**config.mk**
```make
export PLATFORM = sky130hd
export DESIGN_NAME = imm_gen_pipe
export DESIGN_NICKNAME = d
export VERILOG_FILES = /design/src/rtl/riscv_imm_pkg.sv /design/src/rtl/imm_decode_comb.sv /design/src/rtl/imm_gen_pipe.sv
export SDC_FILE = /design/constraint.sdc
export NUM_CORES = 1
export LEC_CHECK = 0
export CAP_MARGIN = 20
export CORE_MARGIN = 3
export CORE_UTILIZATION = 40
export CTS_CLUSTER_DIAMETER = 200
export CTS_CLUSTER_SIZE = 25
export DETAILED_ROUTE_END_ITERATION = 16
export PLACE_DENSITY = 0.66
export SLEW_MARGIN = 20
export SYNTH_ARGS = -nofsm -noshare
export SYNTH_HDL_FRONTEND = slang
export SYNTH_SLANG_ARGS = --single-unit
```
**constraint.sdc**
```tcl
create_clock -name clk -period 5.85 [get_ports clk]
set_clock_uncertainty 0.15 [all_clocks]
set_input_delay 1.755 -clock clk [delete_from_list [all_inputs] [get_ports clk]]
set_output_delay 1.755 -clock clk [all_outputs]
set_load 0.005 [all_outputs]
```
**src/rtl/riscv_imm_pkg.sv**
```systemverilog
// ============================================================================
// riscv_imm_pkg : opcodes and immediate-format encoding for imm_gen_pipe
// Revision 1.0
// ============================================================================
`default_nettype none

package riscv_imm_pkg;

  localparam logic [6:0] OPC_R      = 7'b0110011;
  localparam logic [6:0] OPC_OP_IMM = 7'b0010011;
  localparam logic [6:0] OPC_LOAD   = 7'b0000011;
  localparam logic [6:0] OPC_STORE  = 7'b0100011;
  localparam logic [6:0] OPC_BRANCH = 7'b1100011;
  localparam logic [6:0] OPC_LUI    = 7'b0110111;
  localparam logic [6:0] OPC_AUIPC  = 7'b0010111;
  localparam logic [6:0] OPC_JAL    = 7'b1101111;
  localparam logic [6:0] OPC_JALR   = 7'b1100111;

  localparam logic [2:0] F3_SLLI      = 3'b001;
  localparam logic [2:0] F3_SRLI_SRAI = 3'b101;

  typedef enum logic [2:0] {
    FMT_R    = 3'd0,
    FMT_I    = 3'd1,
    FMT_S    = 3'd2,
    FMT_B    = 3'd3,
    FMT_U    = 3'd4,
    FMT_J    = 3'd5,
    FMT_SH   = 3'd6,
    FMT_NONE = 3'd7
  } imm_fmt_t;

endpackage

`default_nettype wire

```
**src/rtl/imm_decode_comb.sv**
```systemverilog
// ============================================================================
// imm_decode_comb : combinational RISC-V immediate extraction and extension
// Revision 1.0
// ============================================================================
`default_nettype none

module imm_decode_comb
  import riscv_imm_pkg::*;
#(
  parameter int XLEN = 32
) (
  input  logic [31:0]     instr,
  output logic [XLEN-1:0] imm,
  output imm_fmt_t        fmt,
  output logic            illegal
);

  logic [6:0] w_opcode;
  logic [2:0] w_funct3;
  logic [5:0] w_shamt;
  logic       w_sign;

  assign w_opcode = instr[6:0];
  assign w_funct3 = instr[14:12];
  assign w_sign   = instr[31];

  // RV64 widens shamt by one bit into what RV32 treats as funct7[0]
  generate
    if (XLEN == 64) begin : g_shamt64
      assign w_shamt = instr[25:20];
    end else begin : g_shamt32
      assign w_shamt = {1'b0, instr[24:20]};
    end
  endgenerate

  always_comb begin
    imm     = '0;
    fmt     = FMT_NONE;
    illegal = 1'b0;
    case (w_opcode)
      OPC_OP_IMM: begin
        if (w_funct3 == F3_SLLI || w_funct3 == F3_SRLI_SRAI) begin
          imm = {{(XLEN-6){1'b0}}, w_shamt};
          fmt = FMT_SH;
        end else begin
          imm = {{(XLEN-12){w_sign}}, instr[31:20]};
          fmt = FMT_I;
        end
      end
      OPC_LOAD, OPC_JALR: begin
        imm = {{(XLEN-12){w_sign}}, instr[31:20]};
        fmt = FMT_I;
      end
      OPC_STORE: begin
        imm = {{(XLEN-12){w_sign}}, instr[31:25], instr[11:7]};
        fmt = FMT_S;
      end
      OPC_BRANCH: begin
        imm = {{(XLEN-13){w_sign}}, instr[31], instr[7], instr[30:25], instr[11:8], 1'b0};
        fmt = FMT_B;
      end
      OPC_LUI, OPC_AUIPC: begin
        imm = {{(XLEN-32){w_sign}}, instr[31:12], 12'b0};
        fmt = FMT_U;
      end
      OPC_JAL: begin
        imm = {{(XLEN-21){w_sign}}, instr[31], instr[19:12], instr[20], instr[30:21], 1'b0};
        fmt = FMT_J;
      end
      OPC_R: begin
        fmt = FMT_R;
      end
      default: begin
        illegal = 1'b1;
      end
    endcase
  end

endmodule

`default_nettype wire

```
**src/rtl/imm_gen_pipe.sv**
```systemverilog
// ============================================================================
// imm_gen_pipe : immediate generator behind a 2-entry valid/ready skid FIFO
// Revision 1.0
// ============================================================================
`default_nettype none

module imm_gen_pipe
  import riscv_imm_pkg::*;
#(
  parameter int XLEN  = 32,
  parameter int TAG_W = 32
) (
  input  logic             clk,
  input  logic             reset,
  input  logic             flush,
  input  logic             in_valid,
  output logic             in_ready,
  input  logic [31:0]      in_instr,
  input  logic [TAG_W-1:0] in_tag,
  output logic             out_valid,
  input  logic             out_ready,
  output logic [XLEN-1:0]  out_imm,
  output imm_fmt_t         out_fmt,
  output logic             out_illegal,
  output logic [TAG_W-1:0] out_tag
);

  logic [XLEN-1:0]  w_imm;
  imm_fmt_t         w_fmt;
  logic             w_illegal;
  logic             w_push;
  logic             w_pop;

  // Entry 0 is always the head; entry 1 only holds data when count == 2
  logic [1:0]       r_count;
  logic [XLEN-1:0]  r_imm0, r_imm1;
  imm_fmt_t         r_fmt0, r_fmt1;
  logic             r_ill0, r_ill1;
  logic [TAG_W-1:0] r_tag0, r_tag1;

  imm_decode_comb #(.XLEN(XLEN)) u_decode (
    .instr   (in_instr),
    .imm     (w_imm),
    .fmt     (w_fmt),
    .illegal (w_illegal)
  );

  assign in_ready  = (r_count != 2'd2) && !flush;
  assign out_valid = (r_count != 2'd0);
  assign w_push    = in_valid && in_ready;
  assign w_pop     = out_valid && out_ready && !flush;

  always_ff @(posedge clk or posedge reset) begin
    if (reset) begin
      r_count <= 2'd0;
      r_imm0  <= '0;
      r_fmt0  <= FMT_NONE;
      r_ill0  <= 1'b0;
      r_tag0  <= '0;
      r_imm1  <= '0;
      r_fmt1  <= FMT_NONE;
      r_ill1  <= 1'b0;
      r_tag1  <= '0;
    end else if (flush) begin
      r_count <= 2'd0;
    end else begin
      case ({w_push, w_pop})
        2'b10: begin
          if (r_count == 2'd0) begin
            r_imm0 <= w_imm;
            r_fmt0 <= w_fmt;
            r_ill0 <= w_illegal;
            r_tag0 <= in_tag;
          end else begin
            r_imm1 <= w_imm;
            r_fmt1 <= w_fmt;
            r_ill1 <= w_illegal;
            r_tag1 <= in_tag;
          end
          r_count <= r_count + 2'd1;
        end
        2'b01: begin
          r_imm0  <= r_imm1;
          r_fmt0  <= r_fmt1;
          r_ill0  <= r_ill1;
          r_tag0  <= r_tag1;
          r_count <= r_count - 2'd1;
        end
        // Push and pop together only happen at count == 1: new entry replaces head
        2'b11: begin
          r_imm0 <= w_imm;
          r_fmt0 <= w_fmt;
          r_ill0 <= w_illegal;
          r_tag0 <= in_tag;
        end
        default: begin
        end
      endcase
    end
  end

  assign out_imm     = r_imm0;
  assign out_fmt     = r_fmt0;
  assign out_illegal = r_ill0;
  assign out_tag     = r_tag0;

endmodule

`default_nettype wire

```
# Yosys cells after proc, flatten, opt, wreduce, memory -nomap -nowiden
# Index checks and enable logic that the tools add are counted.
# Widths: inputs -> output; s select.
[op_classes]
add_sub_neg = 2
eq_ne = 16
n_mux = 15
bitwise = 2
reduce_logical = 15
[op_table]
columns = ["cell", "n"]
rows = [
  ["$pmux 32 s3", 2],
  ["$pmux 32 s6", 1],
  ["$mux 32", 3],
  ["$eq 7x6->1 const B", 3],
  ["$eq 7x7->1 const B", 3],
  ["$pmux 3 s7", 1],
  ["$eq 7x5->1 const B", 2],
  ["$pmux 3 s3", 1],
  ["$reduce_or 9->1", 1],
  ["$eq 7x2->1 const B", 1],
  ["$mux 3", 2],
  ["$reduce_and 3->1", 2],
  ["$reduce_bool 3->1", 2],
  ["$eq 2x2->1 const B", 2],
  ["$logic_and 1x1->1", 4],
  ["$ne 2x2->1 const B", 2],
  ["$pmux 2 s2", 1],
  ["$reduce_or 2->1", 2],
  ["$eq 3x1->1 const B", 1],
  ["$eq 3x3->1 const B", 1],
  ["$pmux 1 s3", 1],
  ["$add 2x1->2 const B", 1],
  ["$eq 2x1->1 const B", 1],
  ["$logic_not 2->1", 1],
  ["other kinds (7)", 9],
]
[totals]
reg_bits = 138
input_bits = 69
output_inout_bits = 70
wordCells = 59

# Longest topological paths before layout
[logic_depth]
depth_word = 6
ltp_mapped = 7
mapped_depth_nobuf = 5

# Cells and area by module
# From an unflattened synthesis, not the netlist that was laid out.
[hier_totals]
cells_unflattened = 490
area_unflattened_um2 = 6444.9
[modules_own_cells]
columns = ["mod", "n_inst", "cells_per_inst", "area_per_inst_um2", "seq_area_each_um2"]
rows = [
  ["imm_gen_pipe", 1, 411, 5868.1, 3460.8],
  ["imm_decode_comb", 1, 79, 576.8, 0.0],
]

# Worst setup path before layout
# No wires, ideal clock.
[synth_timing]
kind = "in2out"
from = "input port flush"
to = "output port in_ready"
t_arrival_ps = 2089
t_required_ps = 3945
slack_ps = 1856
path_stages = 2
n_path_buf = 1
path_cell_list = "clkbuf_1 -> a21oi_1"
[synth_via]
elab_chain_cells = 2
[synth_lines]
columns = ["element", "line", "text"]
rows = [
  ["from (decl)", "imm_gen_pipe.sv:15", "input logic flush,"],
  ["$logic_not 1->1", "imm_gen_pipe.sv:48", "assign in_ready = (r_count != 2'd2) && !flush;"],
  ["$logic_and 1x1->1", "imm_gen_pipe.sv:48", ""],
  ["to (decl)", "imm_gen_pipe.sv:17", "output logic in_ready,"],
]
# No other way between the ends.

# Worst setup path in the final report
# Ends and elaborated chain as after synthesis.

==> flow_summary_export.csv <==
group,metric,value,unit
detailed_routing,route.vias.total,5212,
worst_setup_path,cp_num_cells,3,
cts,cts.clk_slew.worst_paths,0.05,ns
die,fp.dieH,129,um
worst_setup_path,cpPeakStageDelay,0.62,ns
cts,ctsHoldBuffers,0,
sta,fin_crit,5.03,ns
sta,setup_tns,0,ns
global_routing,overflow,0,
detailed_routing,wirelength,16900,um
placed_design,port_buffers,138,
sta,post-route-period-util,86.0,%
detailed_routing,dr.pass1.iters,7,
worst_setup_path,crit_type,"in2out",
global_routing,grt_start_max_net_pins,99,
sta,fmax,199,MHz
cts,cts_resized,0,
cts,insertion_delay,0.41,ns
synthesis,synth_common_cells,"dfrtp_1 (132), nand2_1 (128), inv_1 (44)",
finish,drive_above_1_share,7.39,%
cts,cts_root_buffer,"clkbuf_16",
synthesis,synth.avg_cell_area,9.94,um2
die,die_x,129,um
placed_design,gp_congestion,0.873,
worst_setup_path,critPathSlowestCell,"clkdlybuf4s50_1",
placed_design,place_ws,0.820,ns
worst_setup_path,crit_end,"in_ready",
worst_setup_path,crit_required,3.94,ns
worst_setup_path,crit_start,"flush",
sta,setup_viol,0,
placed_design,dp_hpwl,11000,um
detailed_routing,avgRoutedWirePerCell,18.5,um
sta,rsz0062_at_grt,"no",
sta,slew_violations,0,
cts,clock_sinks,138,
synthesis,ys_async_sr_fraction,100,%
global_routing,globalRouteTotalUtil,21.1,%
sta,tightest_slew,0.964,ns
sta,final_hold_viol_count,0,
finish,utilization,55.2,%
synthesis,ys_ff_latch,138,
finish,seq_area,0.00346,mm2
global_routing,grt_pass1_wl,27200,um
worst_setup_path,r2r-start,"r_count[0]$_DFFE_PP0P_",
detailed_routing,viasPerCell,5.70,
run,maxCapViolations,0,
synthesis,yosys_warnings,0,
synthesis,ys_seq_area_share,57.6,%
worst_setup_path,reg2reg_to,"out_imm[6]$_DFFE_PP0P_",
cts,clock_path_buffers,2,
sta,relSlewSlack,35.5,%
synthesis,synth-edff-count,0,
finish,fillers,1314,
synthesis,syn-num-nets,674,
global_routing,antenna_found_initial,0,
die,coreArea,0.0146,mm2
die,rows,44,
worst_setup_path,path_max_fanout,10,
cts,cts_setup_buffers,0,
global_routing,grt_pass1_vias,5289,
pwr,vdd_ir_drop_max,0.214,mV
worst_setup_path,cp_cell_sequence,"clkdlybuf4s50_1, a21oi_1, clkdlybuf4s50_1",
detailed_routing,drc_errors,0,
die,start_util,41.0,%
synthesis,syn-cell-area,0.00601,mm2
cts,htree_num_levels,4,
die,io_pins,139,
synthesis,ys.flop_type,"dfrtp_1",
synthesis,netlist.area_leader.share,55.0,%
worst_setup_path,cp-start-kind,"primary input",
worst_hold_path,hp-class,"reg2reg",
finish,num_antenna_cells,0,
outcome,status,"finished, final reports clean",
worst_setup_path,r2r_slack,3.49,ns
pwr,power_density,362,mW/mm2
worst_setup_path,critPathTopFamily,"buffers and inverters",
worst_setup_path,worstSetupEndpointType,"output pin",
worst_setup_path,cp_num_buf_inv,2,
detailed_routing,first_iter_violations,584,
detailed_routing,drtAntennaViolNets,0,
worst_setup_path,worstPathArrival,3.13,ns
finish,multi_input_area,0.00217,mm2
die,die_area,0.0165,mm2
synthesis,ys_types,44,
worst_setup_path,reg2reg_depth,4,
synthesis,synth.most_common_cell,"dfrtp_1",
synthesis,netlist_instances,605,
sta,setup_slack,0.817,ns
finish,syn_to_final_growth,34.4,%
cts,cts-buffers-inserted,17,
synthesis,synth_top_area_cell,"dfrtp_1",
synthesis,synth.top_cells.by_area,"dfrtp_1 (55%), nand2_1 (8.0%), a222oi_1 (5.3%)",
finish,finalNetCount,788,
cts,cts_tree,"done",
worst_setup_path,crit_path_frequent_cell,"clkdlybuf4s50_1",
pwr,p_leak,0.00363,uW
worst_hold_path,hold-path-cell-count,2,
-- layout by cell type (no fill, tap or decap), types with 2 or more instances in the layout --
master and count:
buf_4 8, and3_1 2, clkdlybuf4s50_1 138, nand2_1 128, o31ai_1 7, a221oi_1 7
dfrtp_1 132, o21ai_1 3, clkinv_2 4, bufinv_16 2, nand3_1 3, a211oi_1 4
a22oi_1 11, a31oi_1 41, a222oi_1 32, clkbuf_8 6, o22ai_1 22, nor2b_1 4
o21ai_0 27, nor2_1 37, a32oi_1 3, inv_1 43, o32ai_1 2, mux2i_1 9
nand2b_1 3, clkbuf_16 17, nor3_1 3, dfstp_2 6, nand4b_1 2, a21oi_1 4
-- per-stage QoR --
step                total power (uW)  hold slack [ns]  std cells  area [um2]
finish                          2920            0.327        915        8080
global route                    3080            0.346        915        8080
CTS                             2950            0.325        914        8060
detailed placement              1870            0.311        883        7460
global placement                1850            0.306        883        7460
floorplan                       1530            0.295        605        6010
-- where the power goes --
| part | total [uW] | switching [uW] | leakage, uW | internal, uW |
|---|---|---|---|---|
| sequential | 1270 | 113 | 0.00172 | 1160 |
| combinational | 582 | 250 | 0.00161 | 331 |
| clock | 1070 | 381 | 0.000298 | 690 |
-- worst min-delay path: stages, from the launching register on --
cell and delay (ns):
dfrtp_1 0.34, nand2_1 0.05, nand2_1 0.05
-- cells by family after synthesis --
family,after synthesis,share of synthesized area [%]
AND/OR/NAND/NOR,193,13.7
buffers and inverters,95,6.93
AO/OA/AOI/OAI,170,20.3
multiplexers,9,1.50
flip-flops,138,57.6
-- state kept, by name (all words and copies together) (netlist names) --
signal,count
r_fmt1,3
out_imm,32
r_imm1,32
r_count,2
r_tag1,32
r_ill1,1
out_illegal,1
out_fmt,3
out_tag,32
-- worst min-delay path by stage --
stage	start	endpoint	slack, ns
after global placement	r_tag1[14]$_DFFE_PP0P_	r_tag1[14]$_DFFE_PP0P_	0.31
after CTS	r_tag1[25]$_DFFE_PP0P_	r_tag1[25]$_DFFE_PP0P_	0.33
after detailed placement	r_tag1[25]$_DFFE_PP0P_	r_tag1[25]$_DFFE_PP0P_	0.31
after global routing	r_tag1[10]$_DFFE_PP0P_	r_tag1[10]$_DFFE_PP0P_	0.35
final	r_tag1[23]$_DFFE_PP0P_	r_tag1[23]$_DFFE_PP0P_	0.33
after floorplan	r_tag1[10]$_DFFE_PP0P_	r_tag1[10]$_DFFE_PP0P_	0.29
-- per-layer routing --
layer	GRT usage (%)	routed length [um]	vias to the layer above	part of all wire, %
met4	9.64	530	0	3.1
li1	-	-	2398	-
met2	34.4	8390	191	50
met5	0	0	-	0
met3	4.77	935	37	5.5
met1	26.8	7090	2586	42
-- area by class of cell --
class | count | share of cell area (%)
flip-flops and latches | 138 | 42.9
inverters | 44 | 2.11
multi-input cells | 372 | 26.9
well taps | 184 | 2.85
clock inverters | 7 | 1.08
clock buffers | 24 | 6.34
repair buffers | 146 | 17.8
Power figures use the tool's default switching activity.
